==> src/rtl/block_state_manager_pkg.sv <==
// Package: block_state_manager_pkg
// Shared breakout brick-field geometry, the default start pattern and the
// small types used by the brick state manager and its address mapper.
package block_state_manager_pkg;

    localparam int unsigned GRID_COLS    = 13;
    localparam int unsigned GRID_ROWS    = 16;
    localparam logic [9:0]  GRID_X0      = 10'd64;
    localparam logic [8:0]  GRID_Y0      = 9'd48;
    localparam int unsigned BRICK_W_LOG2 = 4;
    localparam int unsigned BRICK_H_LOG2 = 3;
    localparam int unsigned NBRICKS      = GRID_COLS * GRID_ROWS;

    // Full wall at power-up; bit index = row*GRID_COLS + col, row 0 = top.
    localparam logic [NBRICKS-1:0] DEFAULT_PATTERN = '1;

    typedef logic [7:0] brick_idx_t;
    typedef logic [7:0] score_t;

    // Score saturates at 255 instead of wrapping.
    function automatic score_t score_inc(input score_t s);
        return (s == 8'hFF) ? s : s + 8'd1;
    endfunction

endpackage

==> src/rtl/block_state_manager_if.sv <==
// Interface: block_state_manager_if
// Bundles the video-position / event inputs and the brick-field outputs of
// block_state_manager.
//   hpos, vpos    pixel position from vga_timing
//   frame_pulse   1-cycle pulse at start of vertical blanking
//   hit           ball and brick drawn on the same pixel
//   restart       synchronous reload request
//   block_state   1 = brick present (N bits)
//   destroyed     1-cycle pulse after a brick is cleared
//   score         saturating count of cleared bricks
//   all_clear     registered "no bricks left"
// master = producer of the inputs (game logic / bench), slave = the manager.
interface block_state_manager_if #(
    parameter int unsigned N = block_state_manager_pkg::NBRICKS
) ();
    logic [9:0]   hpos;
    logic [8:0]   vpos;
    logic         frame_pulse;
    logic         hit;
    logic         restart;
    logic [N-1:0] block_state;
    logic         destroyed;
    logic [7:0]   score;
    logic         all_clear;

    modport master (
        output hpos, vpos, frame_pulse, hit, restart,
        input  block_state, destroyed, score, all_clear
    );

    modport slave (
        input  hpos, vpos, frame_pulse, hit, restart,
        output block_state, destroyed, score, all_clear
    );
endinterface

==> src/rtl/block_state_manager_brick_addr.sv <==
// Module: brick_addr
// Combinational map from a pixel position to the brick under it.
//   hpos, vpos   in   pixel column / row
//   idx          out  row*COLS + col (valid only when in_grid)
//   in_grid      out  pixel lies inside the brick field
// Brick sizes are powers of two, so column/row are shifts and the index
// needs only a multiply by the constant COLS.
module brick_addr
    import block_state_manager_pkg::*;
#(
    parameter int unsigned COLS   = GRID_COLS,
    parameter int unsigned ROWS   = GRID_ROWS,
    parameter logic [9:0]  X0     = GRID_X0,
    parameter logic [8:0]  Y0     = GRID_Y0,
    parameter int unsigned W_LOG2 = BRICK_W_LOG2,
    parameter int unsigned H_LOG2 = BRICK_H_LOG2
) (
    input  logic [9:0] hpos,
    input  logic [8:0] vpos,
    output brick_idx_t idx,
    output logic       in_grid
);
    logic [9:0] dx;
    logic [8:0] dy;
    logic [9:0] col;
    logic [8:0] row;

    always_comb begin
        dx  = hpos - X0;
        dy  = vpos - Y0;
        col = dx >> W_LOG2;
        row = dy >> H_LOG2;
        // dx/dy wrap when left of / above the field, hence the explicit
        // origin comparisons in addition to the col/row limits.
        in_grid = (hpos >= X0) && (vpos >= Y0) &&
                  (32'(col) < COLS) && (32'(row) < ROWS);
        idx = 8'(row) * 8'(COLS) + 8'(col);
    end
endmodule

==> src/rtl/block_state_manager.sv <==
// Module: block_state_manager
// Owns the breakout brick field. The first in-grid ball/brick overlap of a
// frame is latched as a pending brick index; on the next frame_pulse that
// brick is cleared (if still present), the score is bumped and destroyed
// pulses for one cycle. restart reloads the start pattern and clears score.
//   clk, rst   pixel clock, asynchronous active-high reset
//   bus        block_state_manager_if.slave (see interface for signals)
module block_state_manager
    import block_state_manager_pkg::*;
#(
    parameter int unsigned              COLS   = GRID_COLS,
    parameter int unsigned              ROWS   = GRID_ROWS,
    parameter logic [9:0]               X0     = GRID_X0,
    parameter logic [8:0]               Y0     = GRID_Y0,
    parameter int unsigned              W_LOG2 = BRICK_W_LOG2,
    parameter int unsigned              H_LOG2 = BRICK_H_LOG2,
    parameter logic [COLS*ROWS-1:0]     INIT   = DEFAULT_PATTERN
) (
    input logic                  clk,
    input logic                  rst,
    block_state_manager_if.slave bus
);
    localparam int unsigned N = COLS * ROWS;

    brick_idx_t hit_idx;
    logic       hit_in_grid;

    brick_addr #(
        .COLS   (COLS),
        .ROWS   (ROWS),
        .X0     (X0),
        .Y0     (Y0),
        .W_LOG2 (W_LOG2),
        .H_LOG2 (H_LOG2)
    ) u_brick_addr (
        .hpos    (bus.hpos),
        .vpos    (bus.vpos),
        .idx     (hit_idx),
        .in_grid (hit_in_grid)
    );

    logic [N-1:0] state_q,     state_d;
    score_t       score_q,     score_d;
    logic         destroyed_q, destroyed_d;
    logic         all_clear_q, all_clear_d;
    logic         pend_vld_q,  pend_vld_d;
    brick_idx_t   pend_idx_q,  pend_idx_d;

    always_comb begin
        state_d     = state_q;
        score_d     = score_q;
        destroyed_d = 1'b0;
        pend_vld_d  = pend_vld_q;
        pend_idx_d  = pend_idx_q;

        if (bus.restart) begin
            state_d    = INIT;
            score_d    = '0;
            pend_vld_d = 1'b0;
        end else if (bus.frame_pulse) begin
            // Commit uses the index latched earlier; a hit on this same
            // cycle is dropped because pending is cleared unconditionally.
            if (pend_vld_q && state_q[pend_idx_q]) begin
                state_d[pend_idx_q] = 1'b0;
                destroyed_d         = 1'b1;
                score_d             = score_inc(score_q);
            end
            pend_vld_d = 1'b0;
        end else if (bus.hit && hit_in_grid && !pend_vld_q) begin
            pend_vld_d = 1'b1;
            pend_idx_d = hit_idx;
        end

        all_clear_d = (state_d == '0);
    end

    always_ff @(posedge clk or posedge rst) begin
        if (rst) begin
            state_q     <= INIT;
            score_q     <= '0;
            destroyed_q <= 1'b0;
            all_clear_q <= (INIT == '0);
            pend_vld_q  <= 1'b0;
            pend_idx_q  <= '0;
        end else begin
            state_q     <= state_d;
            score_q     <= score_d;
            destroyed_q <= destroyed_d;
            all_clear_q <= all_clear_d;
            pend_vld_q  <= pend_vld_d;
            pend_idx_q  <= pend_idx_d;
        end
    end

    assign bus.block_state = state_q;
    assign bus.score       = score_q;
    assign bus.destroyed   = destroyed_q;
    assign bus.all_clear   = all_clear_q;
endmodule

==> src/flat_wrapper.sv <==
// flat-port wrapper written by rule: the top's interface ports become plain ports
module block_state_manager_flat import block_state_manager_pkg::*;
#(
    parameter int unsigned              COLS   = GRID_COLS,
    parameter int unsigned              ROWS   = GRID_ROWS,
    parameter logic [9:0]               X0     = GRID_X0,
    parameter logic [8:0]               Y0     = GRID_Y0,
    parameter int unsigned              W_LOG2 = BRICK_W_LOG2,
    parameter int unsigned              H_LOG2 = BRICK_H_LOG2,
    parameter logic [COLS*ROWS-1:0]     INIT   = DEFAULT_PATTERN
)
  (clk, rst, bus_hpos, bus_vpos, bus_frame_pulse, bus_hit, bus_restart, bus_block_state, bus_destroyed, bus_score, bus_all_clear);
  block_state_manager_if #(.N((NBRICKS))) bus_i ();
  input logic clk;
  input logic rst;
  input wire logic [$bits(bus_i.hpos)-1:0] bus_hpos;
  input wire logic [$bits(bus_i.vpos)-1:0] bus_vpos;
  input wire logic [$bits(bus_i.frame_pulse)-1:0] bus_frame_pulse;
  input wire logic [$bits(bus_i.hit)-1:0] bus_hit;
  input wire logic [$bits(bus_i.restart)-1:0] bus_restart;
  output wire logic [$bits(bus_i.block_state)-1:0] bus_block_state;
  output wire logic [$bits(bus_i.destroyed)-1:0] bus_destroyed;
  output wire logic [$bits(bus_i.score)-1:0] bus_score;
  output wire logic [$bits(bus_i.all_clear)-1:0] bus_all_clear;
  assign bus_i.hpos = bus_hpos;
  assign bus_i.vpos = bus_vpos;
  assign bus_i.frame_pulse = bus_frame_pulse;
  assign bus_i.hit = bus_hit;
  assign bus_i.restart = bus_restart;
  assign bus_block_state = bus_i.block_state;
  assign bus_destroyed = bus_i.destroyed;
  assign bus_score = bus_i.score;
  assign bus_all_clear = bus_i.all_clear;
  block_state_manager #(.COLS(COLS), .ROWS(ROWS), .X0(X0), .Y0(Y0), .W_LOG2(W_LOG2), .H_LOG2(H_LOG2), .INIT(INIT)) u_core (.clk(clk), .rst(rst), .bus(bus_i));
endmodule
==> config.mk <==
export PLATFORM = sky130hd
export DESIGN_NAME = block_state_manager_flat
export DESIGN_NICKNAME = d
export VERILOG_FILES = /design/src/rtl/block_state_manager_pkg.sv /design/src/rtl/block_state_manager_if.sv /design/src/rtl/block_state_manager_brick_addr.sv /design/src/rtl/block_state_manager.sv /design/src/flat_wrapper.sv
export SDC_FILE = /design/constraint.sdc
export NUM_CORES = 1
export LEC_CHECK = 0
export ABC_AREA = 1
export ABC_CLOCK_PERIOD_IN_PS = 9000
export CAP_MARGIN = 20
export CORE_MARGIN = 2
export CORE_UTILIZATION = 40
export CTS_BUF_LIST = sky130_fd_sc_hd__clkbuf_2
export CTS_CLUSTER_DIAMETER = 50
export DETAILED_ROUTE_END_ITERATION = 8
export GPL_TIMING_DRIVEN = 1
export PLACE_DENSITY = 0.65
export SYNTH_ARGS = -nofsm -noshare
export SYNTH_HDL_FRONTEND = slang
export SYNTH_SLANG_ARGS = --single-unit
==> constraint.sdc <==
create_clock -name clk -period 9 [get_ports clk]
set_input_delay 1.8 -clock clk [delete_from_list [all_inputs] [get_ports clk]]
set_output_delay 1.8 -clock clk [all_outputs]
set_load 0.03 [all_outputs]
==> flow_summary.json, run 1 <==
{
  "outcome": "complete, no violations",
  "start_util_pct": 40.5,
  "finalMaxSlewViolations": 0,
  "clk_pin_slew_worst_paths_ns": 0.09,
  "die_w_microns": 194,
  "relSlewSlack_pct": 23.2,
  "core_sq_um": 35500,
  "worstPathCellList": "buf_4 -> inv_2 -> nor2_4 -> nand2_1 -> nand3_1 -> nand2_1 -> nand2_1 -> o21ai_0 -> nand2_1 -> nor2_1 -> nor2_1 -> nor2_1 -> nand2_4 -> buf_4 -> nand4_1 -> nand2_1 -> nand2_1 -> inv_1 -> nand2_1 -> nor2_1 -> nand2_1 -> nor2_1 -> nand3_1 -> nor2_1",
  "first_iter_violations": 1823,
  "dp_hpwl_microns": 34900,
  "clock_latency_ns": 0.89,
  "worstPathArrival_ns": 7.04,
  "drc": 0,
  "slowest_stage": "buf_4",
  "post_cts_resized": 0,
  "ant_nets": 0,
  "tightest_slew_ns": 1.15,
  "rsz0062_at_grt": "no",
  "gr-total-overflow": 0,
  "crit_path_end_kind": "flop",
  "cts_num_sinks": 227,
  "finalSetupTns_ns": 0,
  "grt_antenna_before_repair": 1,
  "hold_path_class": "flop to flop",
  "portBuffers": 234,
  "grt_pass1_vias": 14300,
  "detail_route.wl_per_cell_microns": 19.2,
  "power_density_nw_per_um2": 182,
  "die-area_sq_um": 37500,
  "ys_seq_area_share_pct": 41.3,
  "cts_tree": "yes",
  "crit_top_cell": "nand2_1",
  "cts_buffers": 66,
  "ys_seq_elements": 227,
  "ys_warn_count": 0,
  "fillerInstances": 3616,
  "htreeDepth": 3,
  "clockBufferDepth": 3,
  "critPathMaxStageDelay_ns": 0.94,
  "switching_power_w": 0.00155,
  "worstPathMaxFanout": 102,
  "drive_gt1_share_pct": 15.6,
  "clkPwrFrac_pct": 25.0,
  "syn_avg_cell_area_sq_um": 6.67,
  "timing.critical_path.max_delay_family": "simple AND/OR/NAND/NOR gates",
  "finalSetupViolCount": 0,
  "num_vias": 15300,
  "synth_ff_type": "dfstp_2",
  "leakage_nw": 7.88,
  "maxCapViolations": 0,
  "power.internal_w": 0.00162,
  "synthArstFlopShare_pct": 100,
  "combPwrFrac_pct": 41.5,
  "vias_per_cell": 5.40,
  "area_growth_pct": 20.9,
  "max_freq_mhz": 160,
  "ir_drop_mv": 0.479,
  "sequentialPowerShare_pct": 33.5,
  "swShare_pct": 48.8,
  "period_share_pct": 69.3,
  "fin_nets": 2381,
  "cts_setup_buffers": 0,
  "synth_edf_count": 0,
  "hold_buffers": 0,
  "finalHoldViolCount": 0,
  "grt_start_max_net_pins": 103,
  "io_pins": 242,
  "wirelength_microns": 54400,
  "track_usage_pct": 28.4,
  "finClkSkew_ns": 0.0589,
  "syn_nets": 2206,
  "die_h_microns": 194,
  "startpoint_type": "flop",
  "fin_util_pct": 49.0,
  "required_ns": 9.81,
  "gp_congestion": 0.864,
  "synth_cell_types": 35,
  "syn_inst": 2154,
  "critPathKind": "flop to flop",
  "syn_area_sq_um": 14400,
  "cts_root_buffer": "clkbuf_2",
  "crit_buf_inv": 4,
  "min_period_ns": 6.23,
  "drt-pass1-iter-count": 6,
  "rows": 69,
  "grt_first_pass_wirelength_microns": 83300
}
[cells in the mapped netlist, types with 2 or more instances]
library cell	count	area, sq um
buf_2	35	175
xor2_1	8	70.1
a21oi_1	9	45.0
o21ai_0	66	330
nor2_2	4	25.0
clkinv_1	2	7.51
ha_1	22	275
nand3_1	134	671
nor3_1	5	25.0
clkbuf_1	69	259
buf_4	18	135
nand4_1	104	651
dfrtp_1	19	475
xnor2_1	6	52.6
dfstp_2	208	5470
inv_2	2	7.51
nor2_1	296	1110
a22oi_1	8	60.1
a211oi_1	2	15.0
o21ai_1	31	155
mux2_2	3	33.8
inv_1	171	642
buf_1	20	75.1
or2_2	21	131
nand2_1	876	3290
fa_1	6	120
[power groups by stage]
stage,registers (W),logic [W],clock network [W]
finish,0.00106,0.00131,0.000792
global route,0.00106,0.00142,0.000867
CTS,0.00106,0.00128,0.000807
detailed placement,0.00108,0.00128,0
global placement,0.00108,0.00126,0
floorplan,0.00106,0.00101,0
[state kept, by name, summed over array words and instances (netlist names)]
signal	flops
u_core.bus.block_state	208
u_core.pend_idx_q	8
u_core.pend_vld_q	1
u_core.bus.score	8
u_core.bus.all_clear	1
u_core.bus.destroyed	1
[metrics by stage]
| stage | setup slack, ns | cells | instance area [sq um] | power, W | hold WS (ns) |
|---|---|---|---|---|---|
| floorplan | 1.32 | 2154 | 14400 | 0.00207 | 0.487 |
| global placement | 3.01 | 2721 | 16800 | 0.00233 | 0.484 |
| detailed placement | 2.93 | 2722 | 16800 | 0.00236 | 0.489 |
| CTS | 2.95 | 2836 | 17400 | 0.00315 | 0.501 |
| global route | 2.48 | 2837 | 17400 | 0.00335 | 0.519 |
| finish | 2.77 | 2837 | 17400 | 0.00317 | 0.499 |
[layout by cell type, fill, tap and decap left out, types with 18 or more instances in the layout]
cell	instances
nand2_1	875
nor2_1	296
clkdlybuf4s50_1	233
dfstp_2	208
inv_1	169
nand3_1	134
nand4_1	104
clkbuf_2	99
o21ai_0	66
o21ai_1	31
ha_1	22
or2_2	21
dfrtp_1	18
[worst reg2reg max path, stage by stage, from the launching register on]
cell	delay (ns)
dfrtp_1	0.86
buf_4	0.49
inv_2	0.30
nor2_4	0.66
nand2_1	0.13
nand3_1	0.12
nand2_1	0.05
nand2_1	0.15
o21ai_0	0.11
nand2_1	0.09
nor2_1	0.04
nor2_1	0.08
nor2_1	0.08
nand2_4	0.70
buf_4	0.94
nand4_1	0.22
nand2_1	0.15
nand2_1	0.07
inv_1	0.05
nand2_1	0.05
nor2_1	0.19
nand2_1	0.09
nor2_1	0.24
nand3_1	0.20
nor2_1	0.13
[final timing paths]
check / slack (ns) / endpoint / start / depth (start not counted)
worst max-delay path: 2.77 / u_core.bus.all_clear$_DFF_PP0_ / u_core.pend_idx_q[1]$_DFFE_PP0P_ / 24
worst min-delay path: 0.50 / u_core.bus.block_state[105]$_DFF_PP1_ / u_core.bus.block_state[105]$_DFF_PP1_ / 2
worst max register to register: 2.77 / u_core.bus.all_clear$_DFF_PP0_ / u_core.pend_idx_q[1]$_DFFE_PP0P_ / 24
worst min register to register: 0.50 / u_core.bus.block_state[105]$_DFF_PP1_ / u_core.bus.block_state[105]$_DFF_PP1_ / 2
max in group asynchronous: 6.16 / u_core.pend_idx_q[0]$_DFFE_PP0P_ / rst / 3
min in group asynchronous: 1.46 / u_core.pend_idx_q[4]$_DFFE_PP0P_ / rst / 2
[cells by family after synthesis]
kind of cell	share of synthesized area (%)
XOR/XNOR	0.853
AND/OR/NAND/NOR	41.3
AO/OA/AOI/OAI	4.42
flip-flops	41.3
buffers and inverters	9.10
multiplexers	0.235
adder cells (fa/ha/maj)	2.75
[area by class of cell]
cell class / instances / area, sq um / area share [%]
repair buffers: 249 / 2460 / 14.1
clock buffers: 99 / 495 / 2.85
multi-input cells: 1609 / 7130 / 41.0
well taps: 461 / 577 / 3.32
clock inverters: 15 / 91.3 / 0.526
inverters: 176 / 678 / 3.90
diodes: 1 / 2.50 / 0.0144
flip-flops and latches: 227 / 5940 / 34.2
[metal layers]
metal | global-route usage [%] | up-vias | part of all wire (%)
met4 | 11.8 | 0 | 3.8
met5 | 0 | - | 0
met3 | 6.75 | 145 | 10
li1 | - | 7138 | -
met1 | 38.3 | 7143 | 41
met2 | 43.8 | 891 | 44
No activity file was read; power rests on OpenSTA's default activity.
==> run 2, diff against run 1 <==
Settings changed: ABC_CLOCK_PERIOD_IN_PS 9000 to 6000.
Clock period 9 ns to 6 ns, I/O delays scaled along.
==> flow_summary.json, run 2 (synthesis gave the netlist of run 1 again) <==
{
  "ant_nets": 0,
  "grt_first_pass_wirelength_microns": 82700,
  "fin_nets": 2382,
  "hold_buffers": 0,
  "worstPathArrival_ns": 5.33,
  "tightest_slew_ns": 1.06,
  "startpoint_type": "flop",
  "cts_num_sinks": 227,
  "place_worst_setup_slack_ns": 1.21,
  "clk_pin_slew_worst_paths_ns": 0.11,
  "fillerInstances": 3585,
  "crit_path_end_kind": "flop",
  "critPathKind": "flop to flop",
  "finalHoldViolCount": 0,
  "cts_setup_buffers": 0,
  "finalSetupTns_ns": 0,
  "track_usage_pct": 28.1,
  "largest_reg_flops": 208,
  "relSlewSlack_pct": 29.0,
  "die_w_microns": 194,
  "detail_route.wl_per_cell_microns": 19.1,
  "final_area_sq_um": 17400,
  "area_growth_pct": 21.4,
  "fin_hold_ws_ns": 0.506,
  "leakage_nw": 7.89,
  "fin_util_pct": 49.2,
  "post_cts_resized": 0,
  "final_common_cell": "nand2_1",
  "grt_start_max_net_pins": 127,
  "period_share_pct": 73.4,
  "gr-total-overflow": 0,
  "drt-pass1-iter-count": 6,
  "die_h_microns": 194,
  "core_sq_um": 35500,
  "drive_gt1_share_pct": 15.2,
  "worstPathMaxFanout": 47,
  "cts_buffers": 60,
  "dp_hpwl_microns": 35200,
  "power_density_nw_per_um2": 273,
  "setup_ws_ns": 1.60,
  "outcome": "complete, no violations",
  "htreeDepth": 2,
  "min_period_ns": 4.40,
  "rrSetupSlack_ns": 1.60,
  "first_iter_violations": 1543,
  "wirelength_microns": 54400,
  "start_util_pct": 40.5,
  "vias_per_cell": 5.38,
  "gp_congestion": 0.861,
  "rsz0062_at_grt": "no",
  "finalMaxSlewViolations": 0,
  "ir_drop_mv": 0.637,
  "io_pins": 242,
  "hold_path_class": "flop to flop",
  "mostFrequentLayoutCells": "nand2_1 (875), nor2_1 (296), clkdlybuf4s50_1 (233)",
  "drc": 0,
  "required_ns": 6.93,
  "portBuffers": 234,
  "finClkSkew_ns": 0.0965,
  "die-area_sq_um": 37500,
  "finalSetupViolCount": 0,
  "maxCapViolations": 0,
  "grt_pass1_vias": 14200,
  "grt_antenna_before_repair": 2,
  "max_freq_mhz": 227,
  "cts_root_buffer": "clkbuf_2",
  "place_area_sq_um": 16900,
  "clockBufferDepth": 3,
  "num_vias": 15300,
  "cts_tree": "yes",
  "rows": 69,
  "clock_latency_ns": 1.00
}
==> run 2: cell types whose count changed in the layout (fill, tap and decap cells not counted), sizes merged <==
| cell | delta |
|---|---|
| clkinvlp | +1 |
| clkinv | +14 |
| buf | +7 |
| clkbuf | -14 |
| inv | -3 |
==> run 2: critical path, cell delays in order, from the launching register on <==
cell and delay, ns:
dfrtp_2 0.59, buf_4 0.30, nor2_1 0.66, nand2_1 0.11
nand3_1 0.12, nand2_1 0.05, nand2_1 0.10, o21ai_0 0.17
nand2_1 0.14, nor2_1 0.05, nor2_1 0.08, nor2_1 0.08
nand2_4 0.08, buf_4 0.41, buf_4 0.38, nand3_1 0.12
nand2_1 0.09, nand2_1 0.05, nor2_1 0.12, nand2_1 0.07
nor2_1 0.13, nand2_1 0.06, nor2_1 0.12, nand3_1 0.16
nor2_1 0.12
==> run 2: cell type report <==
class,count,area [sq um],area share (%)
clock inverters,27,138,0.789
flip-flops and latches,227,5940,34.1
repair buffers,256,2560,14.7
inverters,176,674,3.87
well taps,461,577,3.31
clock buffers,85,425,2.44
diodes,1,2.50,0.0143
multi-input cells,1609,7130,40.9
==> run 2: path summary, 6_finish.rpt <==
kind	startpoint	cells past startpoint	endpoint
worst max register to register	u_core.pend_idx_q[0]$_DFFE_PP0P_	24	u_core.bus.all_clear$_DFF_PP0_
worst min-delay path	u_core.bus.block_state[146]$_DFF_PP1_	2	u_core.bus.block_state[146]$_DFF_PP1_
worst min register to register	u_core.bus.block_state[146]$_DFF_PP1_	2	u_core.bus.block_state[146]$_DFF_PP1_
min in group asynchronous	rst	3	u_core.bus.score[4]$_DFFE_PP0P_
max in group asynchronous	rst	4	u_core.bus.block_state[186]$_DFF_PP1_
worst max-delay path	u_core.pend_idx_q[0]$_DFFE_PP0P_	24	u_core.bus.all_clear$_DFF_PP0_
==> run 2: power by group <==
part	internal (W)	switching, W	leakage, nW
registers	0.00156	0.0000313	2.44
logic	0.000456	0.00158	5.02
clock network	0.000433	0.000711	0.421
total	0.00244	0.00232	7.89
==> run 2: routing by layer <==
metal | up-vias | global-route usage (%) | wire length [microns]
li1 | 7147 | - | -
met1 | 7101 | 38.4 | 22700
met2 | 879 | 43.5 | 24100
met3 | 162 | 6.14 | 5570
met4 | 2 | 11.0 | 2030
met5 | - | 0 | 13
==> run 2: per-stage QoR <==
step | std cells | total power, W
floorplan | 2154 | 0.00311
global placement | 2728 | 0.00357
detailed placement | 2728 | 0.00359
CTS | 2840 | 0.00475
global route | 2842 | 0.00503
finish | 2842 | 0.00477
==> run 3, diff against run 2 <==
Settings changed: ABC_CLOCK_PERIOD_IN_PS 6000 to 3590, PLACE_DENSITY 0.65 to 0.67.
Clock period 6 ns to 3.59 ns, I/O delays scaled along.
==> flow_summary.json, run 3 (synthesis gave the netlist of run 1 again) <==
{
  "maxCapViolations": 0,
  "detail_route.wl_per_cell_microns": 19.5,
  "hold_path_class": "input port to flop",
  "htreeDepth": 3,
  "start_util_pct": 40.5,
  "outcome": "complete, no violations",
  "drive_gt1_share_pct": 23.2,
  "finalHoldViolCount": 0,
  "gp_congestion": 0.906,
  "clk_pin_slew_worst_paths_ns": 0.11,
  "min_period_ns": 3.57,
  "gr-total-overflow": 0,
  "clockBufferDepth": 3,
  "finalSetupViolCount": 0,
  "leakage_nw": 9.22,
  "io_pins": 242,
  "grt_first_pass_wirelength_microns": 86500,
  "fin_util_pct": 55.7,
  "portBuffers": 234,
  "cts_root_buffer": "clkbuf_2",
  "power_density_nw_per_um2": 537,
  "finalPower_w": 0.0106,
  "drt-pass1-iter-count": 7,
  "rows": 69,
  "max_freq_mhz": 280,
  "finalSetupTns_ns": 0,
  "num_vias": 16400,
  "ir_drop_mv": 0.573,
  "rrSetupSlack_ns": 0.02,
  "worstPathMaxFanout": 8,
  "worstPathArrival_ns": 4.42,
  "crit_path_end_kind": "flop",
  "period_share_pct": 99.5,
  "r2r.worst_path.cells": 28,
  "clock_latency_ns": 0.93,
  "fin_nets": 2601,
  "mostFrequentLayoutCells": "nand2_1 (875), nor2_1 (282), clkdlybuf4s50_1 (233)",
  "drc": 0,
  "setup_ws_ns": 0.0168,
  "relSlewSlack_pct": 26.7,
  "cts_tree": "yes",
  "grt_antenna_before_repair": 2,
  "final_common_cell": "nand2_1",
  "wirelength_microns": 59600,
  "tightest_slew_ns": 1.10,
  "die-area_sq_um": 37500,
  "die_h_microns": 194,
  "finalMaxSlewViolations": 0,
  "largest_reg_flops": 208,
  "crit_top_cell": "nand2_1",
  "cts_num_sinks": 227,
  "cts_buffers": 66,
  "core_sq_um": 35500,
  "vias_per_cell": 5.36,
  "area_growth_pct": 37.6,
  "first_iter_violations": 1857,
  "ant_nets": 0,
  "dp_hpwl_microns": 39000,
  "grt_pass1_vias": 15100,
  "place_worst_setup_slack_ns": -0.616,
  "startpoint_type": "flop",
  "die_w_microns": 194,
  "critPathKind": "flop to flop",
  "finClkSkew_ns": 0.114,
  "slowest_stage": "dfrtp_4",
  "required_ns": 4.44,
  "grt_start_max_net_pins": 87,
  "holdPathStages": 3,
  "critPathMaxStageDelay_ns": 0.58,
  "track_usage_pct": 29.4
}
## run 3: path summary, 6_finish.rpt
| kind | from | endpoint |
|---|---|---|
| worst min register to register | u_core.bus.block_state[22]$_DFF_PP1_ | u_core.bus.block_state[22]$_DFF_PP1_ |
| worst max register to register | u_core.pend_idx_q[0]$_DFFE_PP0P_ | u_core.bus.all_clear$_DFF_PP0_ |
| worst max-delay path | u_core.pend_idx_q[0]$_DFFE_PP0P_ | u_core.bus.all_clear$_DFF_PP0_ |
| max in group asynchronous | rst | u_core.bus.block_state[119]$_DFF_PP1_ |
| min in group asynchronous | rst | u_core.bus.block_state[0]$_DFF_PP1_ |
| worst min-delay path | bus_restart | u_core.bus.block_state[202]$_DFF_PP1_ |
## run 3: power breakdown
part / total (W) / internal, W / switching (W)
combinational: 0.00586 / 0.00241 / 0.00345
sequential: 0.00267 / 0.00260 / 0.0000646
clock: 0.00209 / 0.000854 / 0.00123
## run 3: routing by layer
layer | global-route usage (%) | routed length (microns) | up-vias
met5 | 0 | 34 | -
met2 | 45.2 | 26100 | 1062
met3 | 6.87 | 6860 | 194
met4 | 11.3 | 2640 | 2
li1 | - | - | 7597
met1 | 40.2 | 24000 | 7544
## run 3: metrics by stage
step,instances,hold slack [ns],area [sq um]
2_1_floorplan,2154,0.487,14400
4_1_cts,3032,0.234,19100
5_1_grt,3061,0.285,19800
6_report,3061,0.293,19800
3_3_place_gp,2914,0.492,18500
3_5_place_dp,2914,0.490,18500
## run 3: cell type report
type | count | area [sq um]
fillers | 3386 | 15700
clock inverters | 23 | 144
multi-input cells | 1609 | 7190
well taps | 461 | 577
inverters | 176 | 684
diodes | 1 | 2.50
flip-flops and latches | 227 | 5950
clock buffers | 95 | 475
repair buffers | 469 | 4760
## run 3: worst max-delay path, delay by kind of cell, from the launching register on
| family | cells | cell delay [ns] |
|---|---|---|
| DFF | 1 | 0.58 |
| and+or+nand+nor | 21 | 2.00 |
| AOI/OAI and AO/OA | 1 | 0.11 |
| buffers and inverters | 6 | 0.85 |
## run 3: timing repair
action	in CTS	in global routing
gates resized for setup	0	42
buffers inserted	0	12
setup endpoints to repair	0	9
endpoints found under the hold margin	0	0
hold buffers	0	0
